$ cat config.mk
export PLATFORM = sky130hd
export DESIGN_NAME = bit_population_generator
export DESIGN_NICKNAME = d
export VERILOG_FILES = /design/src/rtl/bit_population_generator.sv
export SDC_FILE = /design/constraint.sdc
export NUM_CORES = 1
export LEC_CHECK = 0
export ABC_AREA = 1
export CAP_MARGIN = 10
export CORE_ASPECT_RATIO = 1.1
export CORE_MARGIN = 5
export CORE_UTILIZATION = 49
export CTS_BUF_LIST = sky130_fd_sc_hd__clkbuf_16
export DETAILED_ROUTE_END_ITERATION = 8
export PLACE_DENSITY = 0.76
export SKIP_CTS_REPAIR_TIMING = 1
export SLEW_MARGIN = 20
export SYNTH_ARGS = -nofsm -noshare
export SYNTH_HDL_FRONTEND = slang
export SYNTH_SLANG_ARGS = --single-unit
$ cat constraint.sdc
create_clock -name clk -period 2.3 [get_ports clk]
set_clock_uncertainty 0.1 [all_clocks]
set_input_delay 0.46 -clock clk [delete_from_list [all_inputs] [get_ports clk]]
set_output_delay 0.46 -clock clk [all_outputs]
set_load 0.03 [all_outputs]
$ cat src/rtl/bit_population_generator.sv
// Serial frame generator: emits a WIDTH-bit frame, LSB first, whose low N bits are ones.
// Requests above WIDTH saturate to WIDTH and raise a one-cycle err_o pulse.
module bit_population_generator #(
  parameter int WIDTH = 16,
  localparam int CNT_W = $clog2(WIDTH) + 1
) (
  input  logic             clk,
  input  logic             srst_i,
  input  logic [CNT_W-1:0] data_i,
  input  logic             data_val_i,
  output logic             ready_o,
  output logic             ser_data_o,
  output logic             ser_data_val_o,
  output logic             ser_last_o,
  output logic             err_o,
  output logic             dbg_state_o
);

  // Handshake: a request is taken on any cycle with data_val_i && ready_o; ready_o
  // depends only on reset, state and bit counter, never on data_val_i or data_i.

  typedef enum logic {
    IDLE  = 1'b0,
    SHIFT = 1'b1
  } state_t;

  localparam logic [CNT_W-1:0] WIDTH_C = CNT_W'(WIDTH);
  localparam logic [CNT_W-1:0] LAST_C  = CNT_W'(WIDTH - 1);

  state_t           r_state;
  logic [CNT_W-1:0] r_cnt;
  logic [CNT_W-1:0] r_n;
  logic             r_ser_data;
  logic             r_ser_val;
  logic             r_ser_last;
  logic             r_err;

  logic             w_accept;
  logic             w_sat;
  logic [CNT_W-1:0] w_n_eff;
  logic [CNT_W-1:0] w_cnt_inc;

  assign ready_o   = !srst_i && ((r_state == IDLE) || (r_cnt == LAST_C));
  assign w_accept  = data_val_i && ready_o;
  assign w_sat     = data_i > WIDTH_C;
  assign w_n_eff   = w_sat ? WIDTH_C : data_i;
  assign w_cnt_inc = r_cnt + CNT_W'(1);

  always_ff @(posedge clk) begin
    if (srst_i) begin
      r_state    <= IDLE;
      r_cnt      <= '0;
      r_n        <= '0;
      r_ser_data <= 1'b0;
      r_ser_val  <= 1'b0;
      r_ser_last <= 1'b0;
      r_err      <= 1'b0;
    end else begin
      r_err <= w_accept && w_sat;
      if (w_accept) begin
        // Start (or restart back-to-back): bit 0 goes out on the next cycle.
        r_state    <= SHIFT;
        r_cnt      <= '0;
        r_n        <= w_n_eff;
        r_ser_data <= (w_n_eff != '0);
        r_ser_val  <= 1'b1;
        r_ser_last <= 1'b0;
      end else if ((r_state == SHIFT) && (r_cnt != LAST_C)) begin
        r_cnt      <= w_cnt_inc;
        r_ser_data <= (w_cnt_inc < r_n);
        r_ser_val  <= 1'b1;
        r_ser_last <= (w_cnt_inc == LAST_C);
      end else begin
        r_state    <= IDLE;
        r_cnt      <= '0;
        r_ser_data <= 1'b0;
        r_ser_val  <= 1'b0;
        r_ser_last <= 1'b0;
      end
    end
  end

  assign ser_data_o     = r_ser_data;
  assign ser_data_val_o = r_ser_val;
  assign ser_last_o     = r_ser_last;
  assign err_o          = r_err;
  assign dbg_state_o    = r_state;

endmodule
==> metrics.csv <==
metric,value,unit
1st-pass router iterations,4,
final worst path period share,90.5,%
Setup crit start kind,register,
count of pins over their slew limit,0,
global-route wire length before repair,2270,um
vias in the first global route,568,
Clock Sinks,15,
Synth-to-Final Area Change,30.5,%
hold_sp,r_n[2]$_SDFFE_PP0P_,
post-synthesis instance total,94,
hold endpoint,r_n[2]$_SDFFE_PP0P_,
gr usage total,13.2,%
cells on worst reg2reg path,10,
mapped cell area,733,um^2
Ports,14,
Post-synth ARST share,0,%
clk buf depth,2,
final hold vios,0,
LEAKAGE,0.462,nW
fin crit period,2080,ps
Crit Path Max Fanout,5,
Setup CP Type,register to output pin,
total gr overflow,0,
Tightest Pin Transition,334,ps
Post-synth top flop,dfxtp_1,
Final GP Congestion,0.700,
setup TNS,0,ps
# DRC,0,
CP endpoint kind,output pin,
"EDFF count, synth",0,
row cnt,14,
Fillers,112,
HPWL after DPL,1020,um
Post-DRT Antenna Nets,0,
Fmax achieved,481,MHz
area of the multi-input gates,343,um^2
Vias/cell,4.68,
Via Count,594,
# setup viols final,0,
largest net degree at the start of global routing,10,
root buffer cell,clkbuf_16,
post-synth top area share,41.0,%
PwrDens,711,nW/um^2
Storage cell area,300,um^2
Hold Crit Class,register to register,
layout cell share with drive strength beyond 1,10.8,%
die footprint,2370,um^2
commonest cells in the netlist,"21 x inv_1, 20 x nand2_1, 15 x dfxtp_1",
status,"finished, final reports clean",
RR Startpoint,r_cnt[0]$_SDFF_PP0_,
reg2reg setup slack,290,ps
sequential share of the synthesized area,41.0,%
Peak VDD IR,461,uV
antenna cells,0,
placed cell count,123,
synth warn,0,
DRT Wirelength,1310,um
Skew-Pair Late Insertion Delay,240,ps
H-tree Lvls,1,
Die X,46.9,um
synthesized flop and latch total,15,
syn nets,109,
Synth area leaders,"dfxtp_1 41%, ha_1 12%, inv_1 11%",
Max-Cap Viols,0,
total power,0.681,mW
Initial Utilization,52.3,%
reg2reg end,ser_data_o$_SDFF_PP0_,
RSZ-0062 raised after global routing,false,
die height,50.6,um
nets,127,
Worst EP required,1740,ps
hold path cells,2,
most common cell in the netlist,inv_1,
Cell variety after synth,17,
number of port buffers,13,
initial DRC count,7,
total CTS buffers,3,
"area leader, netlist",dfxtp_1,
Non-Filler Instances,127,
CTS tree,yes,
Worst-path clk slew,50,ps
antenna violations before repair,0,
Syn Area/Cell,7.80,um^2
Max-slew headroom,77.6,%
core outline area,1400,um^2
WP data arrival,1520,ps
WL/cell,10.3,um
-- kinds of logic after synthesis --
family                   synth area share [%]
flip-flops                               41.0
buffers and inverters                    12.3
AND/OR/NAND/NOR                          25.1
adder cells (fa/ha/maj)                  11.9
AO/OA/AOI/OAI                            7.34
XOR/XNOR                                 2.39
-- final cells by class --
type / instances / share of cell area, %
Multi-Input combinational cell: 57 / 35.8
Tap cell: 16 / 2.09
Inverter: 21 / 8.24
Sequential cell: 15 / 31.4
Clock buffer: 3 / 7.84
Timing Repair Buffer: 14 / 14.1
Clock inverter: 1 / 0.523
-- critical path: stages, from the launching register on --
cell     delay [ps]
dfxtp_1         340
ha_1            220
and3_2          210
ha_1            170
inv_1           100
a21oi_1          70
buf_4           170
-- registers in the layout, indices dropped and copies added (netlist names) --
register / cells
dbg_state_o: 1
err_o: 1
r_cnt: 5
r_n: 5
ser_data_o: 1
ser_data_val_o: 1
ser_last_o: 1
-- metal layers --
layer,GRT usage (%),routed length (um),vias to the layer above
met5,0,0,-
li1,-,-,322
met2,20.8,617,9
met1,16.1,618,261
met3,3.21,63,2
met4,6.91,8,0
-- how the worst max path moves through the flow --
stage / start / end / slack [ps] / depth (start not counted)
after floorplan: r_cnt[0]$_SDFF_PP0_ / ready_o / 360 / 5
after global placement: r_cnt[0]$_SDFF_PP0_ / ser_data_o$_SDFF_PP0_ / 390 / 10
after detailed placement: r_cnt[0]$_SDFF_PP0_ / ser_data_o$_SDFF_PP0_ / 340 / 10
after CTS: r_cnt[0]$_SDFF_PP0_ / ready_o / 210 / 6
after global routing: r_cnt[0]$_SDFF_PP0_ / ser_data_o$_SDFF_PP0_ / 140 / 10
final: r_cnt[0]$_SDFF_PP0_ / ready_o / 220 / 6
-- where the power goes --
part / leakage [nW] / internal, mW / switching (mW)
Sequential: 0.122 / 0.269 / 0.00498
Combinational: 0.299 / 0.0341 / 0.0427
Clock: 0.0409 / 0.231 / 0.0982
-- cells in the final DEF (no fill, tap or decap) --
cell	netlist	routed
inv_1	21	21
nand2_1	20	20
dfxtp_1	15	15
clkdlybuf4s50_1	0	12
a21oi_1	8	8
nor2_1	8	8
ha_1	7	7
nand3_1	3	3
clkbuf_16	0	3
xor2_1	2	2
nor2_4	2	2
buf_4	0	2
and3_2	1	1
nand2_2	1	1
nand2_4	1	1
a211oi_1	1	1
nand4_1	1	1
nor3_2	1	1
a31oi_1	1	1
clkinv_2	0	1
-- through the flow --
step / utilization, % / cell area (um^2) / hold WS (ps) / setup slack, ps
2_1_floorplan: - / 733 / 341 / 358
3_3_place_gp: 62.6 / 877 / 357 / 385
3_5_place_dp: 62.6 / 877 / 355 / 343
5_1_grt: 68.3 / 957 / 385 / 144
6_report: 68.3 / 957 / 369 / 219
4_1_cts: 68.3 / 957 / 369 / 208
(Power assumes the default switching activity.)
